--- src/rtl/light_pkg.sv ---
`default_nettype none
// ============================================================================
//  Module      : light_pkg
//  Description : Shared constants for the light input conditioner: default
//                debounce length, bit positions of each command inside the
//                5-bit command vector, and the debounce counter width helper.
//  Revision    : 1.0  initial release
// ============================================================================
package light_pkg;

    localparam int DEBOUNCE_CYCLES_DEFAULT = 4;

    // Bit positions inside the packed command vector.
    localparam int CMD_W = 5;
    localparam int LEFT  = 0;
    localparam int RIGHT = 1;
    localparam int BRAKE = 2;
    localparam int FOG   = 3;
    localparam int ALARM = 4;

    typedef logic [CMD_W-1:0] cmd_t;

    // Counter only has to reach cycles-1, so clog2(cycles) bits suffice;
    // never narrower than one bit.
    function automatic int cnt_width(input int cycles);
        int w;
        w = $clog2(cycles);
        return (w < 1) ? 1 : w;
    endfunction

endpackage
`default_nettype wire

--- src/rtl/light_debounce.sv ---
`default_nettype none
// ============================================================================
//  Module      : light_debounce
//  Description : Two-flop synchronizer followed by a run-length debouncer.
//                The debounced level follows the synchronized level only
//                after it has differed for DEBOUNCE_CYCLES consecutive cycles.
//  Ports       : clk    - system clock
//                reset  - synchronous reset, active low
//                i_raw  - raw asynchronous level
//                o_db   - debounced level
//  Revision    : 1.0  initial release
// ============================================================================
module light_debounce
    import light_pkg::*;
#(
    parameter int DEBOUNCE_CYCLES = DEBOUNCE_CYCLES_DEFAULT
) (
    input  logic clk,
    input  logic reset,
    input  logic i_raw,
    output logic o_db
);

    localparam int                CNT_W      = cnt_width(DEBOUNCE_CYCLES);
    localparam logic [CNT_W-1:0]  c_CNT_LAST = CNT_W'(DEBOUNCE_CYCLES - 1);

    logic             r_meta;
    logic             r_sync;
    logic             r_db;
    logic [CNT_W-1:0] r_cnt;
    logic             w_diff;

    assign w_diff = r_sync ^ r_db;

    always_ff @(posedge clk) begin
        if (!reset) begin
            r_meta <= 1'b0;
            r_sync <= 1'b0;
            r_db   <= 1'b0;
            r_cnt  <= '0;
        end else begin
            r_meta <= i_raw;
            r_sync <= r_meta;
            if (!w_diff) begin
                r_cnt <= '0;
            end else if (r_cnt == c_CNT_LAST) begin
                // Differing on this edge completes the run: accept the new
                // level. The counter therefore never goes past c_CNT_LAST.
                r_db  <= r_sync;
                r_cnt <= '0;
            end else begin
                r_cnt <= r_cnt + CNT_W'(1);
            end
        end
    end

    assign o_db = r_db;

endmodule
`default_nettype wire

--- src/rtl/light_input_conditioner.sv ---
`default_nettype none
// ============================================================================
//  Module      : light_input_conditioner
//  Description : Conditions cabin switches for the tail-light sequencer.
//                Each raw input is synchronized and debounced, then turn
//                signals are made mutually exclusive, brake/fog pass through
//                and the hazard button drives a toggle latch.
//  Ports       : clk                         - system clock
//                reset                       - synchronous reset, active low
//                sw_left/right/brake/fog     - raw level switches
//                btn_alarm                   - raw momentary hazard button
//                left/right/brake/fog/alarm  - registered clean commands
//                conflict                    - both turn switches asserted
//  Revision    : 1.0  initial release
// ============================================================================
module light_input_conditioner
    import light_pkg::*;
#(
    parameter int DEBOUNCE_CYCLES = DEBOUNCE_CYCLES_DEFAULT
) (
    input  logic clk,
    input  logic reset,
    input  logic sw_left,
    input  logic sw_right,
    input  logic sw_brake,
    input  logic sw_fog,
    input  logic btn_alarm,
    output logic left,
    output logic right,
    output logic brake,
    output logic fog,
    output logic alarm,
    output logic conflict
);

    cmd_t w_raw;
    cmd_t w_db;
    logic w_alarm_rise;

    logic r_left;
    logic r_right;
    logic r_brake;
    logic r_fog;
    logic r_alarm;
    logic r_conflict;
    logic r_alarm_db_q;

    assign w_raw[LEFT]  = sw_left;
    assign w_raw[RIGHT] = sw_right;
    assign w_raw[BRAKE] = sw_brake;
    assign w_raw[FOG]   = sw_fog;
    assign w_raw[ALARM] = btn_alarm;

    generate
        for (genvar gi = 0; gi < CMD_W; gi++) begin : g_debounce
            light_debounce #(
                .DEBOUNCE_CYCLES (DEBOUNCE_CYCLES)
            ) u_debounce (
                .clk   (clk),
                .reset (reset),
                .i_raw (w_raw[gi]),
                .o_db  (w_db[gi])
            );
        end
    endgenerate

    // The alarm latch is the output register itself, so a debounced press
    // reaches the pin on the same edge as the other commands. The delayed
    // copy starts at 0, so a button held through reset counts as a press.
    assign w_alarm_rise = w_db[ALARM] & ~r_alarm_db_q;

    always_ff @(posedge clk) begin
        if (!reset) begin
            r_left       <= 1'b0;
            r_right      <= 1'b0;
            r_brake      <= 1'b0;
            r_fog        <= 1'b0;
            r_alarm      <= 1'b0;
            r_conflict   <= 1'b0;
            r_alarm_db_q <= 1'b0;
        end else begin
            r_left       <= w_db[LEFT]  & ~w_db[RIGHT];
            r_right      <= w_db[RIGHT] & ~w_db[LEFT];
            r_conflict   <= w_db[LEFT]  &  w_db[RIGHT];
            r_brake      <= w_db[BRAKE];
            r_fog        <= w_db[FOG];
            r_alarm      <= r_alarm ^ w_alarm_rise;
            r_alarm_db_q <= w_db[ALARM];
        end
    end

    assign left     = r_left;
    assign right    = r_right;
    assign brake    = r_brake;
    assign fog      = r_fog;
    assign alarm    = r_alarm;
    assign conflict = r_conflict;

endmodule
`default_nettype wire

--- config.mk ---
export PLATFORM = sky130hd
export DESIGN_NAME = light_input_conditioner
export DESIGN_NICKNAME = d
export VERILOG_FILES = /design/src/rtl/light_pkg.sv /design/src/rtl/light_debounce.sv /design/src/rtl/light_input_conditioner.sv
export SDC_FILE = /design/constraint.sdc
export NUM_CORES = 1
export LEC_CHECK = 0
export ABC_AREA = 1
export ABC_CLOCK_PERIOD_IN_PS = 1210
export BUFFER_PORTS_ARGS = -buffer_cell sky130_fd_sc_hd__buf_2
export CORE_MARGIN = 4
export CORE_UTILIZATION = 54
export DETAILED_ROUTE_END_ITERATION = 8
export PLACE_DENSITY_LB_ADDON = 0.1
export SYNTH_ARGS = -nofsm -noshare
export SYNTH_HDL_FRONTEND = slang
export SYNTH_SLANG_ARGS = --single-unit
--- constraint.sdc ---
create_clock -name clk -period 1.21 [get_ports clk]
set_clock_uncertainty 0.2 [all_clocks]
set_input_delay 0.0605 -clock clk [delete_from_list [all_inputs] [get_ports clk]]
set_output_delay 0.0605 -clock clk [all_outputs]
set_load 0.03 [all_outputs]
==> results.json <==
{
  "htree_levels": 2,
  "r2r_slack_ns": 0.10,
  "hold_slack_ns": 0.2128,
  "area_growth_pct": 18.16,
  "critical_path_required_ns": 0.95,
  "dr.pass1.iters": 4,
  "route.met3.wl_um": 105,
  "diodes": 0,
  "outcome": "complete, no violations",
  "top_layer": "met4",
  "crit_path_cell_trace": "buf_2",
  "drive_gt1_share_pct": 14.38,
  "worst_ep_arrival_time_ns": 0.88,
  "hold_class": "reg2reg",
  "ys_top_cells_by_area": "dfxtp_1 59%, inv_1 10%, nand2_1 8.3%, ha_1 5.7%, nor2_1 5.5%",
  "yosys_warnings": 0,
  "vdd_drop_max_uv": 1022,
  "clockBufferDepth": 2,
  "synth_top_area_share_pct": 58.85,
  "p_leak_nw": 0.6797,
  "grt_pass1_wl_um": 3180,
  "cap_violations": 0,
  "die_area_um2": 2798,
  "wl_met1_um": 770,
  "timing.setup.tns_ns": 0,
  "yosysUniqueCellTypes": 11,
  "tightest_slew_ns": 0.1674,
  "p_per_area_nw_per_um2": 1283,
  "cp_top_family": "flip-flops",
  "setup_viol_count_final": 0,
  "finalCritPeriodShare_pct": 93.97,
  "grt_use_total_pct": 16.66,
  "core_um2": 1821,
  "initial_core_util_pct": 59.79,
  "worst_slack_ns": 0.07300,
  "syn_inst": 129,
  "grt_pass1_vias": 779,
  "path_clk_slew_ns": 0.08,
  "synth_top_area_cell": "dfxtp_1",
  "nets": 167,
  "ant_nets": 0,
  "wl_met2_um": 833,
  "cp_num_buf_inv": 1,
  "crit_path_top_delay_cell": "dfxtp_1",
  "max_stage_delay_ns": 0.36,
  "clk_latency_ns": 0.31,
  "drt_iter0_drc": 13,
  "relSlewSlack_pct": 88.82,
  "design_area_um2": 1286,
  "clkSinkCount": 32,
  "num_vias": 814,
  "final_cell_mix": "32 x dfxtp_1, 29 x inv_1, 24 x nand2_1, 16 x nor2_1, 11 x buf_2",
  "portBuffers": 12,
  "final_common_cell": "dfxtp_1",
  "cts_buffers": 5,
  "synth_nets": 141,
  "cts_tree": "yes",
  "rows": 15,
  "fin_crit_ns": 1.137,
  "syn_area_um2": 1089,
  "cts_root_buffer": "clkbuf_4",
  "ios": 13,
  "dp_slack_ns": 0.1084,
  "placed_area_um2": 1165,
  "ys_seq_area_share_pct": 58.85,
  "start_kind": "flop",
  "end_kind": "output port",
  "grt_antenna_before_repair": 0,
  "ys_ff_latch": 32,
  "crit_fanout": 3,
  "viasPerCell": 4.573,
  "fmax_ghz": 0.8795,
  "die_w_um": 52.90,
  "place_congestion": 0.6998,
  "final_util_pct": 70.65,
  "dp_hpwl_um": 1119,
  "worstSetupPathType": "reg2out",
  "routed_wl_um": 1749,
  "drv_slew": 0,
  "grt_overflow": 0,
  "hold_viol_final": 0,
  "drc": 0,
  "syn_avg_cell_area_um2": 8.438,
  "die_h_um": 52.90,
  "grt_setup_unrepaired": "false",
  "wl_per_cell_um": 9.826,
  "grt_start_max_net_pins": 12
}
[state kept, by name, indices dropped and copies added, names as in the netlist]
signal / cells
g_debounce.u_debounce.r_cnt: 10
r_alarm_db_q: 1
right: 1
left: 1
brake: 1
g_debounce.u_debounce.r_sync: 5
g_debounce.u_debounce.o_db: 5
fog: 1
alarm: 1
g_debounce.u_debounce.r_meta: 5
conflict: 1
[power breakdown]
| part | internal [mW] | switching (mW) |
|---|---|---|
| combinational | 0.0424 | 0.0412 |
| sequential | 1.07 | 0.00779 |
| clock | 0.193 | 0.293 |
[synthesized netlist by cell type]
| cell type | count |
|---|---|
| a21oi_1 | 6 |
| buf_6 | 2 |
| dfxtp_1 | 32 |
| ha_1 | 5 |
| inv_1 | 29 |
| inv_2 | 1 |
| nand2_1 | 24 |
| nand3_1 | 6 |
| nor2_1 | 16 |
| nor3_1 | 3 |
| o21ai_1 | 5 |
[through the flow]
stage	instances	total power, mW
floorplan	129	1.149
global placement	165	1.161
detailed placement	165	1.165
CTS	176	1.658
global route	178	1.732
finish	178	1.651
[area by class of cell]
cell class                      instances  area, um2
Clock buffer                            5      37.54
Fill cell                             153      534.3
Inverter                               30      112.6
Multi-Input combinational cell         65      315.3
Sequential cell                        32      640.6
Tap cell                               25      31.28
Timing Repair Buffer                   21      148.9
[path summary, 6_finish.rpt]
kind | cells after the start | startpoint | end
setup reg to reg | 4 | g_debounce[0].u_debounce.r_cnt[0] | g_debounce[0].u_debounce.r_cnt[1]
hold reg to reg | 2 | g_debounce[4].u_debounce.r_meta | g_debounce[4].u_debounce.r_sync
setup / recovery | 1 | alarm | alarm
hold / removal | 2 | g_debounce[4].u_debounce.r_meta | g_debounce[4].u_debounce.r_sync
[per-layer routing]
layer	vias up	GRT usage, %
li1	431	-
met1	363	17.52
met2	16	27.48
met3	4	7.606
met4	0	8.936
met5	-	0
[kinds of logic after synthesis]
| group | share of synthesized area (%) |
|---|---|
| DFF | 58.85 |
| adders and majority gates | 5.747 |
| AOI/OAI and AO/OA | 5.057 |
| and+or+nand+nor | 17.93 |
| buffers and inverters | 12.41 |
[repair_timing]
item,4_1_cts,5_1_grt
hold buffers,6,0
setup endpoints to repair,0,11
gates resized for setup,0,4
setup buffers,0,2
endpoints found under the hold margin,16,0
(Power assumes the default switching activity.)
